--- src/rtl/strobe_gen.sv ---
// Burst strobe generator: after start, emits count strobes spaced period cycles apart (count 0 = free-run).
// Optional strobes_sent output is compiled in with STROBE_GEN_COUNT_OUT_EN.
module strobe_gen #(
   parameter int PERIOD_W = 8,
   parameter int COUNT_W  = 8
) (
   input  logic                clk,
   input  logic                rst_n,
   input  logic                start,
   input  logic                abort,
   input  logic [PERIOD_W-1:0] period,
   input  logic [COUNT_W-1:0]  count,
   output logic                strobe_out,
   output logic                busy,
   output logic                done
`ifdef STROBE_GEN_COUNT_OUT_EN
   ,
   output logic [COUNT_W-1:0]  strobes_sent
`endif
);

   typedef enum logic {IDLE, RUN} state_t;

   state_t              state;
   logic [PERIOD_W-1:0] period_lat;
   logic [PERIOD_W-1:0] ivl_cnt;
   logic [COUNT_W-1:0]  rem_cnt;
   logic                free_run;
   logic [PERIOD_W-1:0] period_eff;
   logic                last_strobe;
   logic                launch;

   assign period_eff  = (period == '0) ? PERIOD_W'(1) : period;
   // rem_cnt holds strobes still owed after the one currently on strobe_out
   assign last_strobe = strobe_out && !free_run && (rem_cnt == '0);
   assign launch      = (state == IDLE) && start && !abort;

   always_ff @(posedge clk or negedge rst_n) begin
      if (!rst_n) begin
         state      <= IDLE;
         strobe_out <= 1'b0;
         busy       <= 1'b0;
         done       <= 1'b0;
         period_lat <= '0;
         ivl_cnt    <= '0;
         rem_cnt    <= '0;
         free_run   <= 1'b0;
      end else begin
         case (state)
            IDLE: begin
               done       <= 1'b0;
               strobe_out <= 1'b0;
               busy       <= 1'b0;
               if (launch) begin
                  state      <= RUN;
                  busy       <= 1'b1;
                  strobe_out <= 1'b1;
                  period_lat <= period_eff;
                  ivl_cnt    <= period_eff - PERIOD_W'(1);
                  free_run   <= (count == '0);
                  rem_cnt    <= count - COUNT_W'(1);
               end
            end
            RUN: begin
               if (abort) begin
                  state      <= IDLE;
                  strobe_out <= 1'b0;
                  busy       <= 1'b0;
                  done       <= 1'b0;
               end else if (last_strobe) begin
                  state      <= IDLE;
                  strobe_out <= 1'b0;
                  busy       <= 1'b0;
                  done       <= 1'b1;
               end else if (ivl_cnt == '0) begin
                  strobe_out <= 1'b1;
                  ivl_cnt    <= period_lat - PERIOD_W'(1);
                  if (!free_run) rem_cnt <= rem_cnt - COUNT_W'(1);
               end else begin
                  strobe_out <= 1'b0;
                  ivl_cnt    <= ivl_cnt - PERIOD_W'(1);
               end
            end
            default: begin
               state      <= IDLE;
               strobe_out <= 1'b0;
               busy       <= 1'b0;
               done       <= 1'b0;
            end
         endcase
      end
   end

`ifdef STROBE_GEN_COUNT_OUT_EN
   // Counts strobes already shown, so a strobe standing in an abort or last cycle is included
   always_ff @(posedge clk or negedge rst_n) begin
      if (!rst_n) begin
         strobes_sent <= '0;
      end else if (launch) begin
         strobes_sent <= '0;
      end else if ((state == RUN) && strobe_out) begin
         strobes_sent <= strobes_sent + COUNT_W'(1);
      end
   end
`endif

endmodule

--- config.mk ---
export PLATFORM = sky130hd
export DESIGN_NAME = strobe_gen
export DESIGN_NICKNAME = d
export VERILOG_FILES = /design/src/rtl/strobe_gen.sv
export SDC_FILE = /design/constraint.sdc
export NUM_CORES = 1
export LEC_CHECK = 0
export CAP_MARGIN = 30
export CORE_MARGIN = 2
export CORE_UTILIZATION = 30
export CTS_CLUSTER_DIAMETER = 30
export DETAILED_ROUTE_END_ITERATION = 8
export PLACE_DENSITY = 0.44
export SLEW_MARGIN = 20
export SYNTH_ARGS = -nofsm -noshare
export SYNTH_HDL_FRONTEND = slang
export SYNTH_SLANG_ARGS = --single-unit
--- constraint.sdc ---
create_clock -name clk -period 2.85 [get_ports clk]
set_clock_uncertainty 0.1 [all_clocks]
set_input_delay 0.57 -clock clk [delete_from_list [all_inputs] [get_ports clk]]
set_output_delay 0.57 -clock clk [all_outputs]
set_load 0.01 [all_outputs]
==> results.tsv <==
metric	value	unit
Ant. Diodes	0	
Avg Inst Size Synth	8.64	um^2
hold buffers post-CTS	0	
r2r setup slk	0.48	ns
drt wl/cell	16.1	um
Pre-antenna DRT Iters	4	
Clock Path Buffers	2	
setup ws final	0.348	ns
crit-path cells	clkdlybuf4s50_1 -> or4_4 -> o41ai_4 -> nand2_1 -> ha_1 -> a211o_1 -> o211ai_1	
Mapped Area	1810	um^2
die extent in x	81.8	um
first-pass GRT wire length	8760	um
critical path's top delay family	simple AND/OR/NAND/NOR gates	
synth unique cells	50	
pin count of the biggest net entering global routing	30	
P per Cell Area	622	nW/um^2
syn nets	232	
fill count	642	
Syn Inst Count	210	
Worst-path clk slew	0.06	ns
CP arrival	2.59	ns
Via density	5.28	
flop and latch count out of synthesis	29	
period utilisation layout	87.8	%
RSZ-0062 raised after global routing	no	
Synth Flop Type	dfrtp_1	
LEAKAGE	0.926	nW
Total GRT Usage	17.5	%
Post-Route Setup TNS	0	ns
Hold EP	period_lat[0]$_DFFE_PN0P_	
vias in the first global route	1736	
minimum clock period	2.50	ns
share of cells above drive strength 1	11.7	%
ys async rst share	100	%
Die Y-Extent	81.8	um
Rel. slew slack	61.2	%
total CTS buffers	5	
total gr overflow	0	
Worst Hold Depth	2	
post-route design area	2250	um^2
share of the synthesized area in the top cell type	40.0	%
Min-Delay Startpoint	period_lat[0]$_DFFE_PN0P_	
yosys warns	0	
drt initial violations	104	
final setup vio count	0	
reg2reg start	rem_cnt[7]$_DFFE_PN0P_	
H-tree depth	2	
Worst-Skew Late Latency	0.28	ns
Initial Utilization	30.8	%
post-CTS setup buffers	0	
GR peak layer	met2	
DRC errors left	0	
status	finished clean	
# IOs	23	
number of gates resized after cts	0	
CP startpoint kind	input pin	
R2R cell count	6	
CTS root buf	clkbuf_8	
M3 GR Usage	4.40	%
Reg-to-Reg End	ivl_cnt[4]$_DFFE_PN0P_	
Core Box Area	5890	um^2
critical path's slowest cell	or4_4	
RD Place Congestion	0.773	
die footprint	6690	um^2
Slew Viols, Final	0	
Worst path max stage delay	0.59	ns
vias	1664	
register area	726	um^2
Layout area overhead	24.0	%
Critical Path RT	2.94	ns
number of flops mapped to enable cells by yosys	0	
cell taking the most area after synthesis	dfrtp_1	
final hold violations	0	
synth top area cells	dfrtp_1 40%, nand2_1 8.1%, nor2_1 4.1%, a311oi_1 2.9%, a21oi_1 2.5%	
Placed Area	2160	um^2
peak supply drop	0.000175	V
fmax	400	MHz
initial antenna violation count	0	
TritonCTS clock tree	built	
Seq/Total Area, Yosys	40.0	%
critical path class	in2reg	
Critical Path Stages	7	
DP Worst Slack	0.0589	ns
CP Capture Type	flop	
CTS Sinks	29	
met2 usage	25.3	%
crit path max fanout	5	
Post-DRT Antenna Nets	0	
met1 Resource Use GR	25.2	%
area occupied by multi-input gates	1030	um^2
port bufs	22	
most frequent cells after synthesis	39 x nand2_1, 29 x dfrtp_1, 20 x nor2_1, 9 x a21oi_1, 9 x nor3_1	
Site Rows	28	
Hold WC Path Type	reg2reg	
most numerous cell in the Yosys netlist	nand2_1	
Worst Tran Pin Value	0.581	ns
Final #Nets	262	
max-cap viol count	0	
Worst Path Buf+Inv	1	
routed wire length	5080	um
Detail Placement HPWL	3710	um
==> cells in the final DEF (no fill, tap or decap), types with 4 or more instances in the layout <==
| cell | count |
|---|---|
| nand2_1 | 39 |
| dfrtp_1 | 29 |
| clkdlybuf4s50_1 | 22 |
| nor2_1 | 20 |
| buf_4 | 10 |
| a21oi_1 | 9 |
| nor3_1 | 9 |
| o21ai_0 | 8 |
| nor4_1 | 6 |
| a31oi_1 | 6 |
| a311oi_1 | 6 |
| clkbuf_8 | 6 |
| inv_1 | 5 |
| o21bai_1 | 4 |
| nand3_1 | 4 |
==> power by group <==
part | total (W) | switching [W] | internal [W]
clock | 0.000349 | 0.000158 | 0.000191
combinational | 0.000414 | 0.000220 | 0.000194
sequential | 0.000635 | 0.000126 | 0.000509
==> stage by stage <==
stage          hold slack (ns)  cells  util, %  total power (W)
6_report                 0.366    315     38.2          0.00140
5_1_grt                  0.414    315     38.2          0.00151
4_1_cts                  0.373    315     38.2          0.00141
3_5_place_dp             0.359    308     36.8          0.00105
3_3_place_gp             0.366    308     36.8          0.00106
2_1_floorplan            0.174    210        -         0.000891
==> area by class of cell <==
type                       count  share of cell area (%)
multi-input combinational    167                    45.8
sequential                    29                    32.3
timing repair buffer          32                    13.1
tap                           75                    4.17
clock buffer                   7                    3.84
inverter                       5                   0.834
==> worst register-to-register path, stage by stage, from the launching register on <==
cell	delay (ns)
dfrtp_1	0.42
nor4_1	0.54
a31oi_1	0.28
nor2_2	0.36
inv_1	0.28
nand4_1	0.16
o211ai_1	0.09
==> cell families after synthesis <==
group           after synthesis  share of synthesized area (%)
compound gates               57                           23.6
xor+xnor                      5                           2.41
fa+ha+maj                     2                           1.38
buf+inv                      14                           3.24
flops                        29                           40.0
mux                           3                           1.66
simple gates                100                           27.7
==> state kept, by name, summed over array words and instances (netlist names) <==
register / cells
rem_cnt: 8
period_lat: 8
done: 1
strobe_out: 1
free_run: 1
busy: 1
state: 1
ivl_cnt: 8
==> metal layers <==
layer  part of all wire (%)  up-vias
li1                       -      830
met5                      0        -
met1                     52      795
met3                    3.8        8
met4                    1.7        0
met2                     43       31
==> worst max path at each step <==
stage	slack (ns)	from	end
after floorplan	0.38	state$_DFF_PN0_	rem_cnt[6]$_DFFE_PN0P_
after global placement	0.08	period[2]	ivl_cnt[4]$_DFFE_PN0P_
after detailed placement	0.06	period[2]	ivl_cnt[4]$_DFFE_PN0P_
after CTS	0.35	period[2]	ivl_cnt[4]$_DFFE_PN0P_
after global routing	0.23	rem_cnt[2]$_DFFE_PN0P_	ivl_cnt[7]$_DFFE_PN0P_
final	0.35	period[2]	ivl_cnt[4]$_DFFE_PN0P_
Power figures use the tool's default switching activity.
